<file path="src/rtl/sdr_wr_burst_buffer_pkg.sv">
// Shared SDRAM write-path definitions: data width, idle byte mask and burst FSM encoding.
package sdr_wr_burst_buffer_pkg;

  localparam int unsigned DataW = 16;
  localparam int unsigned DmW   = 2;
  localparam int unsigned EntryW = DataW + DmW;

  // All bytes masked: the SDRAM ignores the data lines outside a burst.
  localparam logic [DmW-1:0] DmIdle = 2'b11;

  typedef enum logic [0:0] {
    StIdle  = 1'b0,
    StBurst = 1'b1
  } burst_state_e;

endpackage

</file>
<file path="src/rtl/sdr_wr_fifo.sv">
// Synchronous FIFO holding {DM, DATA} entries; pointers wrap modulo DEPTH.
module sdr_wr_fifo #(
  parameter int unsigned DEPTH = 16,
  parameter int unsigned WIDTH = 18
) (
  input  logic                     CLK,
  input  logic                     RESET_N,
  input  logic                     PUSH,
  input  logic [WIDTH-1:0]         PUSH_DATA,
  input  logic                     POP,
  output logic [WIDTH-1:0]         POP_DATA,
  output logic                     FULL,
  output logic [$clog2(DEPTH):0]   COUNT
);

  localparam int unsigned AW = $clog2(DEPTH);
  localparam int unsigned CW = AW + 1;
  localparam logic [CW-1:0] DepthC = CW'(DEPTH);

  logic [WIDTH-1:0] mem_q [DEPTH];
  logic [AW-1:0]    wr_ptr_q, rd_ptr_q;
  logic [CW-1:0]    count_q, count_d;
  logic             push_ok, pop_ok;

  // A push while full is dropped; a pop on empty is ignored.
  assign push_ok = PUSH && (count_q != DepthC);
  assign pop_ok  = POP && (count_q != '0);

  // Storage needs no reset; only written entries are ever read.
  always_ff @(posedge CLK) begin
    if (push_ok) begin
      mem_q[wr_ptr_q] <= PUSH_DATA;
    end
  end

  // Occupancy next state; simultaneous push and pop cancel out.
  always_comb begin
    count_d = count_q;
    if (push_ok && !pop_ok) begin
      count_d = count_q + 1'b1;
    end else if (!push_ok && pop_ok) begin
      count_d = count_q - 1'b1;
    end
  end

  // Pointer and occupancy registers.
  always_ff @(posedge CLK or negedge RESET_N) begin
    if (!RESET_N) begin
      wr_ptr_q <= '0;
      rd_ptr_q <= '0;
      count_q  <= '0;
    end else begin
      if (push_ok) wr_ptr_q <= wr_ptr_q + 1'b1;
      if (pop_ok)  rd_ptr_q <= rd_ptr_q + 1'b1;
      count_q <= count_d;
    end
  end

  assign POP_DATA = mem_q[rd_ptr_q];
  assign FULL     = (count_q == DepthC);
  assign COUNT    = count_q;

endmodule

</file>
<file path="src/rtl/sdr_wr_burst_buffer.sv">
// Host write buffer that streams fixed-length bursts to the SDRAM data path on grant.
module sdr_wr_burst_buffer
  import sdr_wr_burst_buffer_pkg::*;
#(
  parameter int unsigned DEPTH     = 16,
  parameter int unsigned BURST_LEN = 8
) (
  input  logic                   CLK,
  input  logic                   RESET_N,
  input  logic                   WR_EN,
  input  logic [DataW-1:0]       WR_DATA,
  input  logic [DmW-1:0]         WR_DM,
  output logic                   WR_FULL,
  output logic [$clog2(DEPTH):0] WR_COUNT,
  output logic                   BURST_REQ,
  input  logic                   BURST_START,
  output logic                   BURST_ACTIVE,
  output logic [DataW-1:0]       DATAIN,
  output logic [DmW-1:0]         DM
);

  localparam int unsigned CW = $clog2(DEPTH) + 1;
  localparam int unsigned BW = (BURST_LEN > 1) ? $clog2(BURST_LEN) : 1;
  localparam logic [CW-1:0] BurstLenC = CW'(BURST_LEN);
  localparam logic [BW-1:0] LastBeat  = BW'(BURST_LEN - 1);

  burst_state_e     state_q, state_d;
  logic [BW-1:0]    beat_q;
  logic             pop;
  logic             burst_req;
  logic [EntryW-1:0] pop_data;
  logic [CW-1:0]    count;
  logic [DataW-1:0] datain_q;
  logic [DmW-1:0]   dm_q;
  logic             active_q;

  sdr_wr_fifo #(
    .DEPTH (DEPTH),
    .WIDTH (EntryW)
  ) u_fifo (
    .CLK       (CLK),
    .RESET_N   (RESET_N),
    .PUSH      (WR_EN),
    .PUSH_DATA ({WR_DM, WR_DATA}),
    .POP       (pop),
    .POP_DATA  (pop_data),
    .FULL      (WR_FULL),
    .COUNT     (count)
  );

  // FSM state register.
  always_ff @(posedge CLK or negedge RESET_N) begin
    if (!RESET_N) begin
      state_q <= StIdle;
    end else begin
      state_q <= state_d;
    end
  end

  // FSM next state: grants only count in IDLE with a pending request.
  always_comb begin
    state_d = state_q;
    unique case (state_q)
      StIdle:  if (BURST_START && burst_req) state_d = StBurst;
      StBurst: if (beat_q == LastBeat)       state_d = StIdle;
      default: state_d = StIdle;
    endcase
  end

  // FSM outputs: request while idle with a full burst buffered, pop every BURST cycle.
  always_comb begin
    burst_req = 1'b0;
    pop       = 1'b0;
    unique case (state_q)
      StIdle:  burst_req = (count >= BurstLenC);
      StBurst: pop       = 1'b1;
      default: ;
    endcase
  end

  // Beat counter within the current burst.
  always_ff @(posedge CLK or negedge RESET_N) begin
    if (!RESET_N) begin
      beat_q <= '0;
    end else if (state_q == StBurst && beat_q != LastBeat) begin
      beat_q <= beat_q + 1'b1;
    end else begin
      beat_q <= '0;
    end
  end

  // Output stage: popped word appears one cycle after its pop, idle pattern otherwise.
  always_ff @(posedge CLK or negedge RESET_N) begin
    if (!RESET_N) begin
      datain_q <= '0;
      dm_q     <= DmIdle;
      active_q <= 1'b0;
    end else if (pop) begin
      datain_q <= pop_data[DataW-1:0];
      dm_q     <= pop_data[EntryW-1:DataW];
      active_q <= 1'b1;
    end else begin
      datain_q <= '0;
      dm_q     <= DmIdle;
      active_q <= 1'b0;
    end
  end

  assign WR_COUNT     = count;
  assign BURST_REQ    = burst_req;
  assign BURST_ACTIVE = active_q;
  assign DATAIN       = datain_q;
  assign DM           = dm_q;

endmodule

</file>
<file path="config.mk">
export PLATFORM = sky130hd
export DESIGN_NAME = sdr_wr_burst_buffer
export DESIGN_NICKNAME = d
export VERILOG_FILES = /design/src/rtl/sdr_wr_burst_buffer_pkg.sv /design/src/rtl/sdr_wr_fifo.sv /design/src/rtl/sdr_wr_burst_buffer.sv
export SDC_FILE = /design/constraint.sdc
export NUM_CORES = 1
export LEC_CHECK = 0
export CORE_MARGIN = 2
export CORE_UTILIZATION = 60
export DETAILED_ROUTE_END_ITERATION = 10
export DONT_BUFFER_PORTS = 1
export PLACE_DENSITY = 0.84
export SLEW_MARGIN = 20
export SYNTH_ARGS = -nofsm -noshare
export SYNTH_HDL_FRONTEND = slang
export SYNTH_HIERARCHICAL = 1
export SYNTH_SLANG_ARGS = --single-unit
</file>
<file path="constraint.sdc">
create_clock -name CLK -period 3.36 [get_ports CLK]
set_clock_uncertainty 0.1 [all_clocks]
set_input_delay 0.504 -clock CLK [delete_from_list [all_inputs] [get_ports CLK]]
set_output_delay 0.504 -clock CLK [all_outputs]
set_load 0.05 [all_outputs]
</file>
==> summary.md, run 1 <==
The tools report the total leakage power as 0.005058 uW. Once detailed placement completed, the half-perimeter wirelength came to 15890 um. The logs give 0 for the final number of max-transition violations and 3 for the maximum buffer depth of the clock tree. The clock period minus worst slack came out at 2.909 ns. Once detail routing completed, the nets flagged for antenna violations numbered 0.

Entering global routing, the biggest net connects 41 pins. Compared with the post-synthesis result, the final layout area differs by 14.77%. Detailed routing placed a total of 13340 um of wire on met2. At the pin with the least slew margin, the transition time is 0.8793 ns. In this run, synthesis inferred 288 flip-flops with an integrated enable.

In this run, distinct cell masters in the synthesized netlist total 34. Die outline height: 149.1 um. Timing would allow up to 0.3438 GHz. The synthesized netlist net count is 703, and the number of sinks driven by the clock tree is 324. The cell area that synthesis handed to floorplanning was 12630 um2. The total grt overflow was 0; the number of I/O pins was 48. Source-to-sink clock delay at the later pin of the worst-skew pair: 0.55 ns. The initial detailed-routing violation count is 670, and the delay contributed by the slowest stage of the critical path is 0.54 ns. The classification of the worst setup path was reg -> reg.

The cell family contributing the most delay on the critical path is compound AO/OA/AOI/OAI gates. The run gives 9870 um as the met1 layer wirelength in the final routing. The global-route wire length before repair is 40430 um, and the routed length per placed instance is 26.07 um. The maximum level of the CTS H-tree is 1, and the area of the die is 22220 um2. The first TritonRoute pass finished after 5 iterations. The clock-pin slew on the worst setup and hold paths is 0.06 ns. The maximum net fanout on the critical path is 5. The run gives 1032 as the post-layout instance count excluding filler cells. The slowest stage of the critical path belongs to the cell sky130_fd_sc_hd__or4_4.

The tools report the initial antenna violation count as 4. The flow ran to the end, and the final reports show no timing, DRC or antenna violations. For the worst setup path, the data required time is 3.72 ns. After synthesis the netlist holds a flip-flop and latch count of 324.

After detailed routing, the number of vias per cell comes to 6.428. Yosys printed 6 warnings. The total clock buffers created by CTS was 30; the sequential fraction of the synthesis area was 0.7565. For the final routed database, the setup TNS stands at 0 ns.

In this run the power density over the cells is 908.7 nW/um2. After routing the design area is 14490 um2. Post-synthesis async set-or-reset flop share: 0.1111. In the synthesized netlist the dominant register cell turns out to be sky130_fd_sc_hd__edfxtp_1.

The placed instances occupy a cell area of 13240 um2. The proportion of layout cells with a drive suffix above 1 is 0.1974. For this run, the post-layout net count is 766.

During placement, the flow inserted port buffers numbering 0. The total number of vias came out at 6634. For the worst endpoint data arrival time, the log shows 3.27 ns. The highest ir drop seen on vdd is 0.4564 mV.

Once placement completed, the tool counted placed cells totaling 954. Counting both buffers and inverters, the worst setup path holds a total of 2. Setup repair after global routing left no endpoint under its margin. The tools report the initial standard-cell utilization of the core as 0.6064. The relative max-transition margin came out at 0.4117.

TritonCTS built the clock tree. In this run the core area contains 53 standard-cell rows. For the total of max-cap violations, the log shows 0. The floorplan step set the die width to 149.1 um. The final hold violation count came out at 0. Summed over all nets, wire length on met3 after detailed routing comes to 2642 um. The overall fraction of global-route tracks in use was 0.2474. The type of the most critical hold path was in -> reg. Remaining design rule violation count: 0.

Setup violations remaining at the end of the flow were counted as 0. The final layout contains routed wiring with a total length of 26900 um. After technology mapping, the gate count stands at 668. The congestion estimate from routability-driven global placement came to 0.8666.

The root buffer selected by CTS is sky130_fd_sc_hd__clkbuf_16. The core footprint is 20820 um2. The number of global-route vias before repair came out at 6810. The final worst-path cycle share works out to 0.8658. Walking the worst path, the cells encountered are or4_4 -> o21a_1 -> inv_1 -> ha_1 -> inv_1 -> ha_1 -> a21o_1 -> a21oi_1 -> mux2i_1 -> xnor2_1. The number of gates resized after CTS was 0. Mean instance size in the synthesized netlist: 18.90 um2. The worst setup path is launched from a register.

The worst setup path is captured at a register. After detailed routing, no signal wire sits above met5.
metal layers:
metal  vias up  GRT usage
li1       2801          -
met1      3310     0.3330
met2       430     0.4078
met3        89    0.04495
met4         4    0.09810
met5         -          0
final cells by class:
type	count	area, um2
Fill cell	1177	6332
Timing Repair Buffer	66	643.1
Tap cell	275	344.1
Multi-Input combinational cell	298	2863
Clock inverter	13	157.7
Antenna cell	2	5.005
Clock buffer	43	880.8
Sequential cell	324	9555
Inverter	11	41.29
synth_stat cells, types with 7 or more instances:
master	instances	area [um2]
sky130_fd_sc_hd__nor2_1	19	71.32
sky130_fd_sc_hd__a22oi_1	18	135.1
sky130_fd_sc_hd__and2_1	17	106.4
sky130_fd_sc_hd__mux4_2	36	810.8
sky130_fd_sc_hd__buf_6	9	101.4
sky130_fd_sc_hd__clkbuf_1	10	37.54
sky130_fd_sc_hd__o21ai_0	22	110.1
sky130_fd_sc_hd__dfrtp_1	34	850.8
sky130_fd_sc_hd__xnor2_1	9	78.83
sky130_fd_sc_hd__mux2i_1	73	730.7
sky130_fd_sc_hd__buf_2	7	35.03
sky130_fd_sc_hd__edfxtp_1	288	8648
sky130_fd_sc_hd__nand2_1	31	116.4
sky130_fd_sc_hd__a221oi_1	36	315.3
sky130_fd_sc_hd__ha_1	12	150.1
sky130_fd_sc_hd__inv_1	10	37.54
worst paths after layout:
check	start	slack (ns)	depth (start not counted)	endpoint
worst min-delay path	BURST_START	0.02	2	state_q$_DFF_PN0_
max in group asynchronous	RESET_N	2.58	2	DM[1]$_DFF_PN1_
min in group asynchronous	RESET_N	0.31	2	u_fifo/COUNT[2]$_DFFE_PN0P_
worst min register to register	beat_q[0]$_DFF_PN0_	0.36	1	beat_q[0]$_DFF_PN0_
worst max-delay path	u_fifo/COUNT[0]$_DFFE_PN0P_	0.45	10	u_fifo/COUNT[4]$_DFFE_PN0P_
worst max register to register	u_fifo/COUNT[0]$_DFFE_PN0P_	0.45	10	u_fifo/COUNT[4]$_DFFE_PN0P_
registers in the layout (all words and copies together), names as in the netlist:
name             cells
DATAIN              16
u_fifo/COUNT         5
BURST_ACTIVE         1
u_fifo/wr_ptr_q      4
state_q              1
u_fifo/mem_q       288
u_fifo/rd_ptr_q      4
DM                   2
beat_q               3
kinds of logic after synthesis:
family,Yosys count,synth area share
compound gates,81,0.04677
xor+xnor,10,0.006937
fa+ha+maj,13,0.01348
buf+inv,46,0.02091
flops,324,0.7565
mux,109,0.1221
simple gates,85,0.03330
power by group:
group          switching [uW]  total [uW]  internal [uW]
clock network            1360        3470           2110
registers                 728        5720           4990
logic                    2370        3980           1610
stage by stage:
stage | setup WS, ns | hold slack [ns] | utilization | total power [uW]
floorplan | 0.1782 | 0.1084 | - | 8466
global placement | 0.6218 | 0.1100 | 0.6357 | 9357
detailed placement | 0.4804 | 0.1100 | 0.6357 | 9568
CTS | 0.4647 | 0.004621 | 0.6957 | 13150
global route | 0.2660 | 0.004117 | 0.6959 | 13660
finish | 0.4510 | 0.01893 | 0.6959 | 13170
placed cells by master, fill, tap and decap left out, types with 17 or more instances in the layout:
| cell type | Yosys | final |
|---|---|---|
| sky130_fd_sc_hd__a22oi_1 | 18 | 18 |
| sky130_fd_sc_hd__nand2_1 | 31 | 31 |
| sky130_fd_sc_hd__clkbuf_16 | 0 | 31 |
| sky130_fd_sc_hd__dlygate4sd3_1 | 0 | 19 |
| sky130_fd_sc_hd__mux2i_1 | 73 | 73 |
| sky130_fd_sc_hd__dfrtp_1 | 34 | 33 |
| sky130_fd_sc_hd__buf_4 | 4 | 39 |
| sky130_fd_sc_hd__a221oi_1 | 36 | 36 |
| sky130_fd_sc_hd__edfxtp_1 | 288 | 288 |
| sky130_fd_sc_hd__and2_1 | 17 | 17 |
| sky130_fd_sc_hd__o21ai_0 | 22 | 22 |
| sky130_fd_sc_hd__mux4_2 | 36 | 36 |
timing repair:
action                                 4_1_cts  5_1_grt
hold buffers                                20        0
buffers inserted                             0        0
endpoints found under the hold margin      324        0
(Power assumes the default switching activity.)
==> run 2: changes to the inputs <==
- CORE_ASPECT_RATIO: default -> 0.9
==> run 2 against run 1 <==
Fmax is 0.14% lower. Count of clock-buffer cells in the layout is 6 higher. Flip-flop and latch count stayed put. Design area is 0.46% lower. Utilization is 0.067 points higher. Combinational power is 2% lower. First-iteration DRC count is 3.7% higher. Sequential share of layout area is 0.31 points higher. Global-route usage is 0.18 points lower. Clock power is 3% higher. Sequential power hardly changed. Worst hold slack hardly changed.
==> summary.md, run 2 (same netlist as run 1, synthesis figures left out) <==
The run finished with clean final reports. The total of max-cap violations is 0, and the proportion of layout cells with a drive suffix above 1 is 0.1936. The repair_antennas step left the layout with diodes totalling 0. Entering global routing, the biggest net connects 39 pins.

The total wirelength of the detailed-routed design was 26480 um. The clock-pin slew on the worst setup and hold paths came out at 0.06 ns. The total power divided by cell area works out to 914.9 nW/um2. The number of clock buffers added by TritonCTS is 31.

Traced cell by cell, the critical path runs through or4_4 -> nor2_4 -> nor2b_1 -> buf_4 -> ha_1 -> inv_1 -> ha_1 -> a21o_1 -> a21oi_1 -> mux2i_1 -> xnor2_1. 48 I/O pins were placed. More flip-flops sit in one register than any other, and that register is u_fifo/mem_q.

The run gives 0.6097 as the initial standard-cell utilization of the core. Buffers placed on the I/O ports in this run total 0. For this run, design rule violations remaining after detail routing come to 0.

The overall die width came out at 156.9 um. Leaving out fill and tap cells, the most frequent cell in the layout is sky130_fd_sc_hd__edfxtp_1. The logs give 5 for the number of iterations in the first detailed-routing pass and 50 for the number of placement rows. The later pin in the worst-skew pair is clocked with a latency of 0.54 ns. The final design utilization is 0.6966, and the half-perimeter wire length of the detailed placement result is 15310 um.

Classification of the worst setup path: reg -> reg. For the area used by multi-input combinational logic, the log shows 2863 um2. The die outline height was 141.6 um; the clock period minus worst slack was 2.913 ns.

The number of global-route vias before repair is 6870. STA classifies the critical path startpoint as a register. The final worst-path cycle share was 0.8670; the net total in the final layout was 760. Counting both buffers and inverters, the worst setup path holds a total of 2. The tools report the number of filler cells placed in the layout as 1150.

In this run the deepest clock path goes through 3 buffers. Data on the critical path arrives at its endpoint at 3.28 ns. The overall fraction of global-route tracks in use was 0.2457; the total negative slack for setup checks was 0 ns. Area of the die: 22220 um2. The maximum level of the CTS H-tree is 1. The transition time of the tightest slew-check pin was 0.9433 ns; the required time of the critical path was 3.73 ns. Derived from the worst setup path, the maximum achievable clock frequency is 0.3433 GHz.

The final number of max-transition violations was 0. The core region is 20710 um2. The final hold violation count came out at 0. The worst-case IR drop observed on VDD is 0.5476 mV.

After global routing the overflow that remains totals 0. Number of sinks driven by the clock tree: 324. TritonCTS built the clock tree. The register with the most flip-flops in the layout has 288 of them.

The first routing iteration left 695 violations. The area used by sequential logic in the layout was 9557 um2. In the layout the commonest cells are sky130_fd_sc_hd__edfxtp_1, sky130_fd_sc_hd__mux2i_1, sky130_fd_sc_hd__buf_4, sky130_fd_sc_hd__a221oi_1, sky130_fd_sc_hd__mux4_2.

The family with the most delay on the worst path is simple AND/OR/NAND/NOR gates. The tree is rooted in a sky130_fd_sc_hd__clkbuf_16. The tools report the number of cells after detailed placement as 958. The layout overhead on the synthesized area works out to 14.24%. The total leakage power is 0.005019 uW, and the maximum net fanout on the critical path is 9. The first global-routing pass estimated 40450 um of wire.

At the end of routability-driven placement, the weighted congestion stood at 0.8050. Using the TritonRoute via totals, the vias-per-cell ratio works out to 6.358. The tools report the antenna violation net count after detailed routing as 0. Once layout is complete, the cells apart from fillers number 1035.

The path class of the tightest hold or removal check is in -> reg. The relative max-transition margin is 0.3711. The initial antenna violation count was 1; the total number of vias was 6581. In this run the post-CTS setup repair buffer count came out at 0.

The largest single stage delay on the critical path is 0.57 ns. The highest-delay cell along the critical path was sky130_fd_sc_hd__or4_4. Setup violations remaining at the end of the flow were counted as 0.

The worst setup path is captured at a register. The routed length per placed instance was 25.58 um. The most prevalent standard cell on the critical path was sky130_fd_sc_hd__ha_1. Setup repair after global routing left no endpoint under its margin.
-- run 2: changes by cell type in the layout (fill, tap and decap cells not counted), moves of 2 or more --
| cell | before | now |
|---|---|---|
| sky130_fd_sc_hd__clkinv_1 | 9 | 1 |
| sky130_fd_sc_hd__clkbuf_1 | 6 | 13 |
| sky130_fd_sc_hd__buf_12 | 8 | 4 |
| sky130_fd_sc_hd__buf_4 | 39 | 36 |
| sky130_fd_sc_hd__diode_2 | 2 | 0 |
-- run 2: worst paths after layout --
check | from | endpoint | slack (ns) | depth (start not counted)
max | u_fifo/COUNT[1]$_DFFE_PN0P_ | u_fifo/COUNT[4]$_DFFE_PN0P_ | 0.45 | 11
max in group asynchronous | RESET_N | DM[0]$_DFF_PN1_ | 2.57 | 2
min reg2reg | beat_q[0]$_DFF_PN0_ | beat_q[0]$_DFF_PN0_ | 0.36 | 1
min in group asynchronous | RESET_N | u_fifo/rd_ptr_q[3]$_DFFE_PN0P_ | 0.33 | 2
min | BURST_START | state_q$_DFF_PN0_ | 0.02 | 2
max reg2reg | u_fifo/COUNT[1]$_DFFE_PN0P_ | u_fifo/COUNT[4]$_DFFE_PN0P_ | 0.45 | 11
-- run 2: cell type report --
class,instances,share of cell area
clock buffers,49,0.06194
inverters,11,0.002863
well taps,286,0.02481
clock inverters,8,0.01188
flip-flops and latches,324,0.6626
multi-input cells,298,0.1985
repair buffers,59,0.03747
-- run 2: timing repair --
action | in CTS | in global routing
setup endpoints to repair | 0 | 0
resized for setup | 0 | 0
endpoints found under the hold margin | 324 | 0
hold buffers | 20 | 0
-- run 2: through the flow --
stage	power, uW	worst slack (ns)	instance area [um2]	hold slack, ns
6_report	13200	0.4469	14420	0.01897
5_1_grt	13680	0.3033	14420	0.009320
4_1_cts	13180	0.4871	14420	0.004429
3_5_place_dp	9498	0.5117	13150	0.1100
3_3_place_gp	9307	0.6166	13150	0.1100
2_1_floorplan	8466	0.1782	12630	0.1084
-- run 2: power by group --
| group | leakage, uW | internal [uW] | switching [uW] | total, uW |
|---|---|---|---|---|
| Combinational | 0.00148 | 1580 | 2310 | 3890 |
| Clock | 0.000512 | 2200 | 1380 | 3580 |
| Sequential | 0.00303 | 4990 | 739 | 5730 |
| Total | 0.00502 | 8760 | 4430 | 13200 |
-- run 2: per-layer routing --
layer,wire [um],global-route usage
met1,10420,0.3428
met2,13100,0.4019
met3,2233,0.04398
met4,722,0.07774
met5,0,0
==> run 3: changes to the inputs <==
- CORE_UTILIZATION: 60 -> 58
- PLACE_DENSITY: 0.84 -> 0.82
- SLEW_MARGIN: 20 -> default
==> run 3 against run 2 <==
Total power decreased by 0.21%. Register-to-register slack improved by 0.03 ns. Clock power about the same. Die area increased by 3.4%. Global-route usage decreased by 1.0 points. Via count decreased by 0.76%. First-iteration DRC count increased by 7.5%. Flip-flop and latch count unchanged. Non-clock buffer count increased by 6. Wire length decreased by 0.36%. Utilization decreased by 2.4 points. Worst hold slack improved by 0.027 ns. Highest routed layer unchanged.
==> summary.md, run 3 (same netlist as run 1, synthesis figures left out) <==
The path class of the tightest hold or removal check is in -> reg. The overall die width is 159.5 um. The largest single stage delay on the critical path is 0.56 ns.

The worst path needs 2.882 ns of the cycle, external delays included. The tools report the post-layout instance count excluding filler cells as 1050. The most common library cell in the layout ignoring fill and taps was sky130_fd_sc_hd__edfxtp_1. The core footprint is 21500 um2. Once placement completed, the tool counted placed cells totaling 969. The relative max-transition margin is 0.4092, and the overall fraction of global-route tracks in use is 0.2356. The total of max-cap violations came out at 0. For the part of the total power dissipated in the clock network, the log shows 0.274.

Fraction of power spent switching nets: 0.3411. The initial antenna violation count is 0, and the routed length per placed instance is 25.12 um. The number of antenna diodes in the final layout is 0. The tools report the total negative slack for setup checks as 0 ns.

The die outline height came out at 144.0 um. The layout overhead on the synthesized area came out at 14.59%. The count of buffers added on input and output ports is 0.

The routed via count divided by cell count is 6.220. The relative contribution of sequential cells to total power came out at 0.433. The first global-routing pass estimated 39630 um of wire.

The tools report the remaining design rule violation count as 0. The antenna violation net count after detailed routing is 0, and the net total in the final layout is 769. In this run, the number of DRC markers left after iteration 0 of detailed routing was 747. STA puts the critical path data arrival time at 3.21 ns. Leaving out fill and tap cells, the most frequent cells in the layout are sky130_fd_sc_hd__edfxtp_1, sky130_fd_sc_hd__mux2i_1, sky130_fd_sc_hd__buf_4.

The number of sinks driven by the clock tree was 324; the post-placement worst setup slack was 0.5330 ns. The number of I/O pins is 48. The total overflow left after global routing is 0. The initial standard-cell utilization of the core is 0.5871.

The critical path in this run is classified as reg -> reg. The register bank with the most flops is u_fifo/mem_q. The tools report the root buffer selected by CTS as sky130_fd_sc_hd__clkbuf_16. For the half-perimeter wire length of the detailed placement result, the log shows 15800 um. The flow ran to the end, and the final reports show no timing, DRC or antenna violations. The number of flip-flops in the largest register came out at 288.

Source-to-sink clock delay at the later pin of the worst-skew pair: 0.51 ns. Number of global-route vias before repair: 6723. The largest individual stage delay along the critical path comes from the cell sky130_fd_sc_hd__or4_4. The total power divided by cell area was 910.2 nW/um2. Entering global routing, the biggest net connects 46 pins.

Setup repair after global routing left no endpoint under its margin. The area of the die is 22970 um2, and the number of gates resized after CTS is 0. The tools report the final hold violation count as 0. Element type at the critical path start: a register. Clock-pin slew on the worst setup and hold paths: 0.06 ns. The final number of max-transition violations is 0, and the internal power contribution is 8677 uW. The final worst-path cycle share is 0.8577. The routed layout has 6531 vias.

For this design the static power due to leakage is 0.005072 uW. For the final weighted congestion of routability-driven global placement, the log shows 0.8282. At the pin with the least slew margin, the transition time is 0.8829 ns. The combinational cell fraction of total power is 0.294. In this run the worst path has a maximum fanout of 5.

TritonCTS built the clock tree. The run gives 0.4780 ns as the final critical-path setup slack. In this run, CTS created clock tree buffers numbering 34. The worst setup path is captured at a register. At the worst endpoint, the required time is 3.68 ns. In this run the power spent charging and discharging nets is 4491 uW. Traced cell by cell, the critical path runs through or4_4 -> o21a_1 -> inv_1 -> ha_1 -> inv_1 -> ha_1 -> a21o_1 -> a21oi_1 -> mux2i_1 -> xnor2_1. The total wirelength of the detailed-routed design is 26380 um, and the total power after layout is 13170 uW. Timing would allow up to 0.3470 GHz. The highest ir drop seen on vdd is 0.5855 mV. In this run the number of H-tree levels came out at 2. The run gives 0 as the count of endpoints failing setup in the final report. The proportion of layout cells with a drive suffix above 1 came out at 0.2121. The number of iterations in the first detailed-routing pass was 5. After floorplanning, the core was divided into 51 placement rows. Counting along the longest clock path gives a buffer depth of 3.
## run 3: cell type report
class	count	area, um2
clock buffers	44	929.6
clock inverters	17	152.6
fillers	1307	7037
inverters	11	41.29
multi-input cells	298	2863
flip-flops and latches	324	9557
well taps	291	364.1
repair buffers	65	560.5
## run 3: final timing paths
check	end	start	slack, ns	cells past startpoint
max	u_fifo/COUNT[4]$_DFFE_PN0P_	u_fifo/COUNT[1]$_DFFE_PN0P_	0.48	10
min	state_q$_DFF_PN0_	BURST_START	0.05	2
max reg2reg	u_fifo/COUNT[4]$_DFFE_PN0P_	u_fifo/COUNT[1]$_DFFE_PN0P_	0.48	10
min reg2reg	beat_q[0]$_DFF_PN0_	beat_q[0]$_DFF_PN0_	0.34	1
max in group asynchronous	DM[1]$_DFF_PN1_	RESET_N	2.49	2
min in group asynchronous	DATAIN[5]$_DFF_PN0_	RESET_N	0.39	2
## run 3: repair_timing
action,in CTS,in global routing
endpoints found under the setup margin,0,0
buffers inserted,0,0
hold endpoints to repair,324,0
hold buffers,20,0
## run 3: per-layer routing
| layer | wire length (um) | global-route usage | share of wire |
|---|---|---|---|
| met5 | 0 | 0 | 0 |
| met1 | 10320 | 0.3266 | 0.39 |
| met4 | 625 | 0.08134 | 0.024 |
| met2 | 12960 | 0.3816 | 0.49 |
| met3 | 2480 | 0.04732 | 0.094 |
## run 3: critical path: cells and delay by family (launching register included)
family	cells	cell delay, ns
simple gates	1	0.56
buf+inv	2	0.24
flops	1	0.38
xor+xnor	1	0.14
fa+ha+maj	2	0.55
compound gates	3	0.60
mux	1	0.24
## run 3: power by group through the flow
stage               clock network, uW  registers [uW]  logic (uW)
floorplan                           0            5740        2730
global placement                    0            5740        3590
detailed placement                  0            5780        3740
CTS                              3650            5700        3860
global route                     3810            5740        4160
finish                           3600            5700        3870
## run 3: through the flow
step,hold slack (ns),util,instance area [um2]
3_5_place_dp,0.1102,0.6127,13180
2_1_floorplan,0.1084,-,12630
3_3_place_gp,0.1098,0.6127,13180
4_1_cts,0.02950,0.6728,14470
6_report,0.04579,0.6728,14470
5_1_grt,0.03266,0.6728,14470
